--- src/rtl/switch_irq_controller.sv ---
// Debounced-switch interrupt controller: scan prescaler, enable masks, arbitration, clear handshake (SWITCH_IRQ_ROUND_ROBIN_EN selects round-robin).
// Latency: flag -> irqRequest next cycle; irqAck -> clear pulse next cycle -> IDLE the cycle after.
// Backpressure: a presented interrupt is held indefinitely until irqAck; new flags wait for the next IDLE pass.
module switch_irq_controller #(
    parameter int          NR_SWITCHES  = 8,
    parameter logic [15:0] SCAN_DIVIDER = 16'd50000,
    parameter int          ID_WIDTH     = $clog2(NR_SWITCHES)
) (
    input  logic                   clock,
    input  logic                   nReset,
    input  logic [NR_SWITCHES-1:0] pressIrqIn,
    input  logic [NR_SWITCHES-1:0] releaseIrqIn,
    input  logic                   writeEnable,
    input  logic [1:0]             writeAddress,
    input  logic [NR_SWITCHES-1:0] writeData,
    input  logic                   irqAck,
    output logic                   scanTick,
    output logic [NR_SWITCHES-1:0] enablePressIrq,
    output logic [NR_SWITCHES-1:0] enableReleaseIrq,
    output logic [NR_SWITCHES-1:0] resetPressIrq,
    output logic [NR_SWITCHES-1:0] resetReleaseIrq,
    output logic                   irqRequest,
    output logic [ID_WIDTH-1:0]    irqId,
    output logic                   irqIsRelease
);

    typedef enum logic [1:0] {
        IDLE    = 2'd0,
        PENDING = 2'd1,
        CLEAR   = 2'd2
    } state_t;

    state_t state;

    logic [15:0] prescale_cnt;
    logic [15:0] prescale_nxt;

    logic                   any_pending;
    logic [ID_WIDTH-1:0]    win_id;
    logic                   win_rel;
    logic [NR_SWITCHES-1:0] id_onehot;

`ifdef SWITCH_IRQ_ROUND_ROBIN_EN
    logic [ID_WIDTH-1:0] last_id;
`endif

    always_comb begin
        prescale_nxt = prescale_cnt + 16'd1;
        if (prescale_cnt == SCAN_DIVIDER - 16'd1) begin
            prescale_nxt = 16'd0;
        end
    end

    // The tick is registered off the next count so it lines up with count == SCAN_DIVIDER-1.
    always_ff @(posedge clock or negedge nReset) begin
        if (!nReset) begin
            prescale_cnt <= 16'd0;
            scanTick     <= 1'b0;
        end else begin
            prescale_cnt <= prescale_nxt;
            scanTick     <= (prescale_nxt == SCAN_DIVIDER - 16'd1);
        end
    end

    always_ff @(posedge clock or negedge nReset) begin
        if (!nReset) begin
            enablePressIrq   <= '0;
            enableReleaseIrq <= '0;
        end else if (writeEnable) begin
            case (writeAddress)
                2'd0:    enablePressIrq   <= writeData;
                2'd1:    enableReleaseIrq <= writeData;
                default: ;
            endcase
        end
    end

    assign any_pending = |(pressIrqIn | releaseIrqIn);

    // Search order is by channel; within a channel the press flag outranks the release flag.
    always_comb begin
        int  idx;
        int  start_idx;
        logic found;
        idx       = 0;
        start_idx = 0;
        found     = 1'b0;
        win_id    = '0;
        win_rel   = 1'b0;
`ifdef SWITCH_IRQ_ROUND_ROBIN_EN
        if (int'(last_id) < NR_SWITCHES - 1) begin
            start_idx = int'(last_id) + 1;
        end
`endif
        for (int k = 0; k < NR_SWITCHES; k++) begin
            idx = start_idx + k;
            if (idx >= NR_SWITCHES) begin
                idx = idx - NR_SWITCHES;
            end
            if (!found && pressIrqIn[idx]) begin
                found   = 1'b1;
                win_id  = ID_WIDTH'(idx);
                win_rel = 1'b0;
            end else if (!found && releaseIrqIn[idx]) begin
                found   = 1'b1;
                win_id  = ID_WIDTH'(idx);
                win_rel = 1'b1;
            end
        end
    end

    assign id_onehot = {{(NR_SWITCHES-1){1'b0}}, 1'b1} << irqId;

    always_ff @(posedge clock or negedge nReset) begin
        if (!nReset) begin
            state           <= IDLE;
            irqRequest      <= 1'b0;
            irqId           <= '0;
            irqIsRelease    <= 1'b0;
            resetPressIrq   <= '0;
            resetReleaseIrq <= '0;
`ifdef SWITCH_IRQ_ROUND_ROBIN_EN
            last_id         <= ID_WIDTH'(NR_SWITCHES - 1);
`endif
        end else begin
            case (state)
                IDLE: begin
                    resetPressIrq   <= '0;
                    resetReleaseIrq <= '0;
                    if (any_pending) begin
                        irqId        <= win_id;
                        irqIsRelease <= win_rel;
                        irqRequest   <= 1'b1;
                        state        <= PENDING;
                    end
                end
                PENDING: begin
                    if (irqAck) begin
                        irqRequest <= 1'b0;
                        if (irqIsRelease) begin
                            resetReleaseIrq <= id_onehot;
                        end else begin
                            resetPressIrq <= id_onehot;
                        end
`ifdef SWITCH_IRQ_ROUND_ROBIN_EN
                        last_id <= irqId;
`endif
                        state <= CLEAR;
                    end
                end
                CLEAR: begin
                    // The debouncer drops its flag on this pulse, so IDLE never re-sees it.
                    resetPressIrq   <= '0;
                    resetReleaseIrq <= '0;
                    state           <= IDLE;
                end
                default: begin
                    irqRequest      <= 1'b0;
                    resetPressIrq   <= '0;
                    resetReleaseIrq <= '0;
                    state           <= IDLE;
                end
            endcase
        end
    end

endmodule

--- config.mk ---
export PLATFORM = sky130hd
export DESIGN_NAME = switch_irq_controller
export DESIGN_NICKNAME = d
export VERILOG_FILES = /design/src/rtl/switch_irq_controller.sv
export SDC_FILE = /design/constraint.sdc
export NUM_CORES = 1
export LEC_CHECK = 0
export BUFFER_PORTS_ARGS = -buffer_cell sky130_fd_sc_hd__buf_4
export CORE_MARGIN = 4
export CORE_UTILIZATION = 40
export DETAILED_ROUTE_END_ITERATION = 8
export SLEW_MARGIN = 20
export SYNTH_ARGS = -nofsm -noshare
export SYNTH_HDL_FRONTEND = slang
export SYNTH_SLANG_ARGS = --single-unit
--- constraint.sdc ---
create_clock -name clock -period 3.6 [get_ports clock]
set_input_delay 0.72 -clock clock [delete_from_list [all_inputs] [get_ports clock]]
set_output_delay 0.72 -clock clock [all_outputs]
set_load 0.01 [all_outputs]
==> flow_summary.toml, run 1 <==
[outcome]
status = "finished, final reports clean"

[cells_and_area]
area.growth.synth_to_final_pct = 25.9
fillers = 549
fin_nets = 342
drive_above_1_share_pct = 31.2
stdcell_area_um2 = 3230
antenna_cells = 0

[global_route]
grt_max_degree = 57
grt_pass1_wl_um = 9380
overflow = 0
grt_use_total_pct = 15.4
grt_pass1_vias = 1976
antenna_found_initial = 0

[timing]
max_freq_mhz = 462
setup_viol = 0
setup_ws_ns = 1.43
min_period_ns = 2.17
drv_slew = 0
skew_ns = 0.00859
final-hold-violation-count = 0
setup_tns_ns = 0
rsz0062_at_grt = "no"
period_share_pct = 60.2
relSlewSlack_pct = 53.9
tightest_slew_ns = 0.691

[clock_network]
clk_pin_slew_ns = 0.09
postCtsSetupRepairBufs = 0
insertion_delay_ns = 0.31
cts_made_buffers = 5
cts-root-buf = "clkbuf_8"
cts_resized = 0
tritoncts = "done"
clock_sinks = 56
cts_hold_buf = 0
htreeDepth = 2
cts_buffer_depth = 2

[worst_setup_path]
crit_required_ns = 3.81
path_class = "register to register"
crit_path_start = "prescale_cnt[10]$_DFF_PN0_"
r2r-start = "prescale_cnt[10]$_DFF_PN0_"
worstPathArrival_ns = 2.37
endpoint_kind = "register"
critPathMaxFanout = 7
startpoint_type = "register"

[die]
initial_core_util_pct = 42.3
rows = 28
die-area_um2 = 7750
ioPinCount = 68
die_x_um = 88.0
fp.dieH_um = 88.0
core_um2 = 6060

[yosys]
synthFlopType = "dfrtp_1"
synth_seq_area_share_pct = 54.7
ys_seq_elements = 56
synth_common_cells = "56 x dfrtp_1, 27 x nor2_1, 19 x nand2_1, 16 x mux2_2"
synth-edff-count = 0
synth_top_area_share_pct = 54.7
synth_area_leader_cell = "dfrtp_1"
syn_area_um2 = 2560
yosysMostFrequentCell = "dfrtp_1"
ys_warn_count = 0
synth_area_leaders = "dfrtp_1 55%, mux2_2 7.0%, nor2_1 4.0%, nand2_1 2.8%, xor2_1 2.7%"
synth_cell_type_count = 43
synth-async-reset-ratio_pct = 100
postSynthCellCount = 242
syn-num-nets = 274
syn_area_per_cell_um2 = 10.6

[drt]
drt_iter0_drc = 107
drc = 0
vias_per_cell = 5.24
drt-wirelength-per-cell_um = 14.2
via_count = 2024
drt-total-wl_um = 5490
ant_nets = 0
drt_pre_antenna_iters = 4

[power]
peakVddDrop_mv = 0.429
power_leakage_nw = 1.50
power.density_nw_per_um2 = 536

[placement]
place_area_um2 = 3140
io_buffers = 67
dp_slack_ns = 1.43
gp_congestion = 0.866
dp_hpwl_um = 4000

[worst_hold_path]
hold_path.class = "input pin to async pin"

[run]
cap_violations = 0
-- logic make-up after synthesis --
logic type,count (synthesis),share of synthesized area (%)
muxes,17,7.42
and+or+nand+nor,92,18.5
xor gates and xnor gates,14,4.79
buffers and inverters,17,2.83
DFF,56,54.7
adders and majority gates,2,0.976
AOI/OAI and AO/OA,44,10.8
-- cell usage in the layout (no fill, tap or decap), types with 2 or more instances in the layout --
master,synthesis,layout
buf_4,0,69
dfrtp_1,56,56
nor2_1,27,27
nand2_1,19,19
mux2_2,16,16
o21ai_0,12,12
a21oi_1,12,12
nor3_1,10,10
inv_1,9,9
xor2_1,8,8
nand3_1,7,7
a22oi_1,7,7
xnor2_1,6,6
clkbuf_8,0,6
nor4_1,5,5
nand2b_1,4,4
and3_1,3,3
o21bai_1,3,3
and4_1,2,2
nand3b_1,2,2
nand4_1,2,2
o41ai_1,2,2
a22o_1,2,2
ha_1,2,2
clkbuf_1,6,2
-- flip-flops by register name (all words and copies together) (netlist names) --
name / flops
irqId: 3
scanTick: 1
state: 2
irqIsRelease: 1
prescale_cnt: 16
enableReleaseIrq: 8
enablePressIrq: 8
resetReleaseIrq: 8
resetPressIrq: 8
irqRequest: 1
-- power by group --
part / switching (mW) / internal, mW / total [mW]
combinational: 0.278 / 0.256 / 0.534
clock: 0.198 / 0.158 / 0.355
sequential: 0.103 / 0.736 / 0.839
total: 0.579 / 1.15 / 1.73
-- stage by stage --
stage | utilization, % | hold slack (ns) | std cells | power, mW
detailed placement | 51.7 | 0.472 | 378 | 1.39
CTS | 53.2 | 0.477 | 386 | 1.76
global placement | 51.7 | 0.478 | 378 | 1.39
global route | 53.2 | 0.506 | 386 | 1.85
finish | 53.2 | 0.454 | 386 | 1.73
floorplan | - | 0.424 | 242 | 1.12
-- worst max-delay path: stages, from the launching register on --
cell and delay (ns):
dfrtp_1 0.45, or4_4 0.57, nor4_4 0.27, and3_1 0.36, nor2_2 0.08, nor4b_1 0.15, and4_1 0.19
-- final cells by class --
cell class / instances / area, µm² / area share [%]
sequential: 56 / 1400 / 43.4
timing repair buffer: 69 / 518 / 16.1
multi-input combinational: 169 / 1090 / 33.7
inverter: 9 / 33.8 / 1.05
clock buffer: 8 / 90.1 / 2.79
tap: 75 / 93.8 / 2.91
-- final timing paths --
check                                                endpoint  slack [ns]  cells past startpoint
worst min-delay path            enablePressIrq[6]$_DFFE_PN0P_        0.45                      1
worst max-delay path                       scanTick$_DFF_PN0_        1.43                      6
worst min register to register         irqRequest$_DFFE_PN0P_        0.49                      1
max in group asynchronous              irqRequest$_DFFE_PN0P_        2.69                      1
min in group clock                     irqRequest$_DFFE_PN0P_        0.49                      1
worst max register to register             scanTick$_DFF_PN0_        1.43                      6
-- metal layers --
layer	share of wire (%)	vias to the layer above	track usage, %
met5	0	-	0
met3	6.6	9	3.86
met2	49	66	24.3
li1	-	984	-
met1	42	965	20.6
met4	1.6	0	5.91
No activity file was read; power rests on OpenSTA's default activity.
==> run 2: changes to the inputs <==
clock period = 2.05 ns   (was 3.6 ns; I/O delays follow)
==> flow_summary.toml, run 2 (synthesis results as in run 1) <==
[clock_network]
tritoncts = "done"
cts_buffer_depth = 2
insertion_delay_ns = 0.30
cts_hold_buf = 0
cts-root-buf = "clkbuf_8"
clock_sinks = 56
htreeDepth = 2
cts_made_buffers = 5
clk_pin_slew_ns = 0.10

[power]
power_leakage_nw = 1.58
peakVddDrop_mv = 0.701
power.density_nw_per_um2 = 1010

[die]
rows = 28
die-area_um2 = 7750
die_x_um = 88.0
core_um2 = 6060
fp.dieH_um = 88.0
initial_core_util_pct = 42.3
ioPinCount = 68

[timing]
relSlewSlack_pct = 54.5
period_share_pct = 93.8
drv_slew = 0
setup_viol = 0
tightest_slew_ns = 0.683
min_period_ns = 1.92
rsz0062_at_grt = "no"
whs_ns = 0.144
final-hold-violation-count = 0
max_freq_mhz = 520
setup_tns_ns = 0
setup_ws_ns = 0.128
skew_ns = 0.00455

[drt]
drt_pre_antenna_iters = 4
drt-total-wl_um = 5690
vias_per_cell = 5.11
drt_iter0_drc = 84
drt-wirelength-per-cell_um = 14.4
drc = 0
via_count = 2022
ant_nets = 0

[worst_setup_path]
r2r-start = "prescale_cnt[5]$_DFF_PN0_"
startpoint_type = "register"
path_class = "register to register"
crit_required_ns = 2.25
timing.rr.end = "scanTick$_DFF_PN0_"
critPathMaxFanout = 5
endpoint_kind = "register"
worstPathArrival_ns = 2.12
r2r_setup_slack_ns = 0.13
r2r_cells = 6

[cells_and_area]
stdcell_count = 396
mostFrequentLayoutCells = "79 x buf_4, 55 x dfrtp_1, 27 x nor2_1"
regMostFlops = "prescale_cnt"
postLayoutCoreUtil_pct = 55.7
antenna_cells = 0
layout_commonest_cell = "buf_4"
fin_nets = 352
seqCellArea_um2 = 1400
fillers = 564
drive_above_1_share_pct = 34.9
area.growth.synth_to_final_pct = 31.8
multi_input_area_um2 = 1090
largest_reg_flops = 16

[worst_hold_path]
hold_path.class = "input pin to async pin"

[global_route]
use_met1_pct = 20.7
overflow = 0
grt_use_total_pct = 15.9
grtUsageMet3_pct = 3.76
grt_max_degree = 57
top_usage_layer = "met2"
grt_use_met2_pct = 26.9
antenna_found_initial = 0
grt_pass1_vias = 2069
grt_pass1_wl_um = 9790

[placement]
placedCellCount = 387
io_buffers = 67
dp_slack_ns = 0.117
dp_hpwl_um = 4190
gp_congestion = 0.884

[outcome]
status = "finished, final reports clean"

[run]
cap_violations = 0
[run 2: changes by cell type in the layout (fill, tap and decap cells not counted), sizes merged]
cell	delta
buf	+10
bufinv	+3
clkbuf	-3
[run 2: worst max-delay path, stage by stage (launching register included)]
cell     delay (ns)
dfrtp_1        0.43
or4_4          0.51
nor4_4         0.28
and3_1         0.22
nor2_2         0.05
nor4b_1        0.13
and4_1         0.19
[run 2: worst max-delay path by stage]
| stage | endpoint | from | slack [ns] |
|---|---|---|---|
| floorplan | scanTick$_DFF_PN0_ | prescale_cnt[10]$_DFF_PN0_ | 0.06 |
| global placement | scanTick$_DFF_PN0_ | prescale_cnt[5]$_DFF_PN0_ | 0.15 |
| detailed placement | scanTick$_DFF_PN0_ | prescale_cnt[0]$_DFF_PN0_ | 0.12 |
| CTS | scanTick$_DFF_PN0_ | prescale_cnt[0]$_DFF_PN0_ | 0.09 |
| global route | scanTick$_DFF_PN0_ | prescale_cnt[5]$_DFF_PN0_ | 0.03 |
| finish | scanTick$_DFF_PN0_ | prescale_cnt[5]$_DFF_PN0_ | 0.13 |
[run 2: area by class of cell]
type / instances / area share [%]
Inverter: 9 / 1.00
Tap cell: 75 / 2.78
Clock buffer: 5 / 2.04
Timing Repair Buffer: 79 / 17.6
Multi-Input combinational cell: 169 / 32.4
Clock inverter: 3 / 2.67
Sequential cell: 56 / 41.5
[run 2: power breakdown]
group          internal, mW  switching, mW  leakage [nW]  total [mW]
combinational         0.488          0.527         0.783        1.02
clock                 0.610          0.348        0.0784       0.958
sequential             1.29          0.148         0.717        1.44
[run 2: what timing repair did]
| action | in CTS | in global routing |
|---|---|---|
| endpoints found under the setup margin | 0 | 1 |
| hold endpoints to repair | 0 | 0 |
| resized for setup | 0 | 3 |
| setup buffers | 0 | 1 |
[run 2: stage by stage]
step	power [mW]	area, µm²
after CTS	3.46	3360
after floorplan	1.96	2560
after global placement	2.49	3200
after detailed placement	2.49	3200
after global routing	3.63	3380
final	3.41	3380
[run 2: layer usage]
| metal | part of all wire [%] | vias to the layer above |
|---|---|---|
| li1 | - | 1008 |
| met1 | 45 | 969 |
| met2 | 50 | 40 |
| met3 | 4.9 | 5 |
| met4 | 0.93 | 0 |
| met5 | 0 | - |
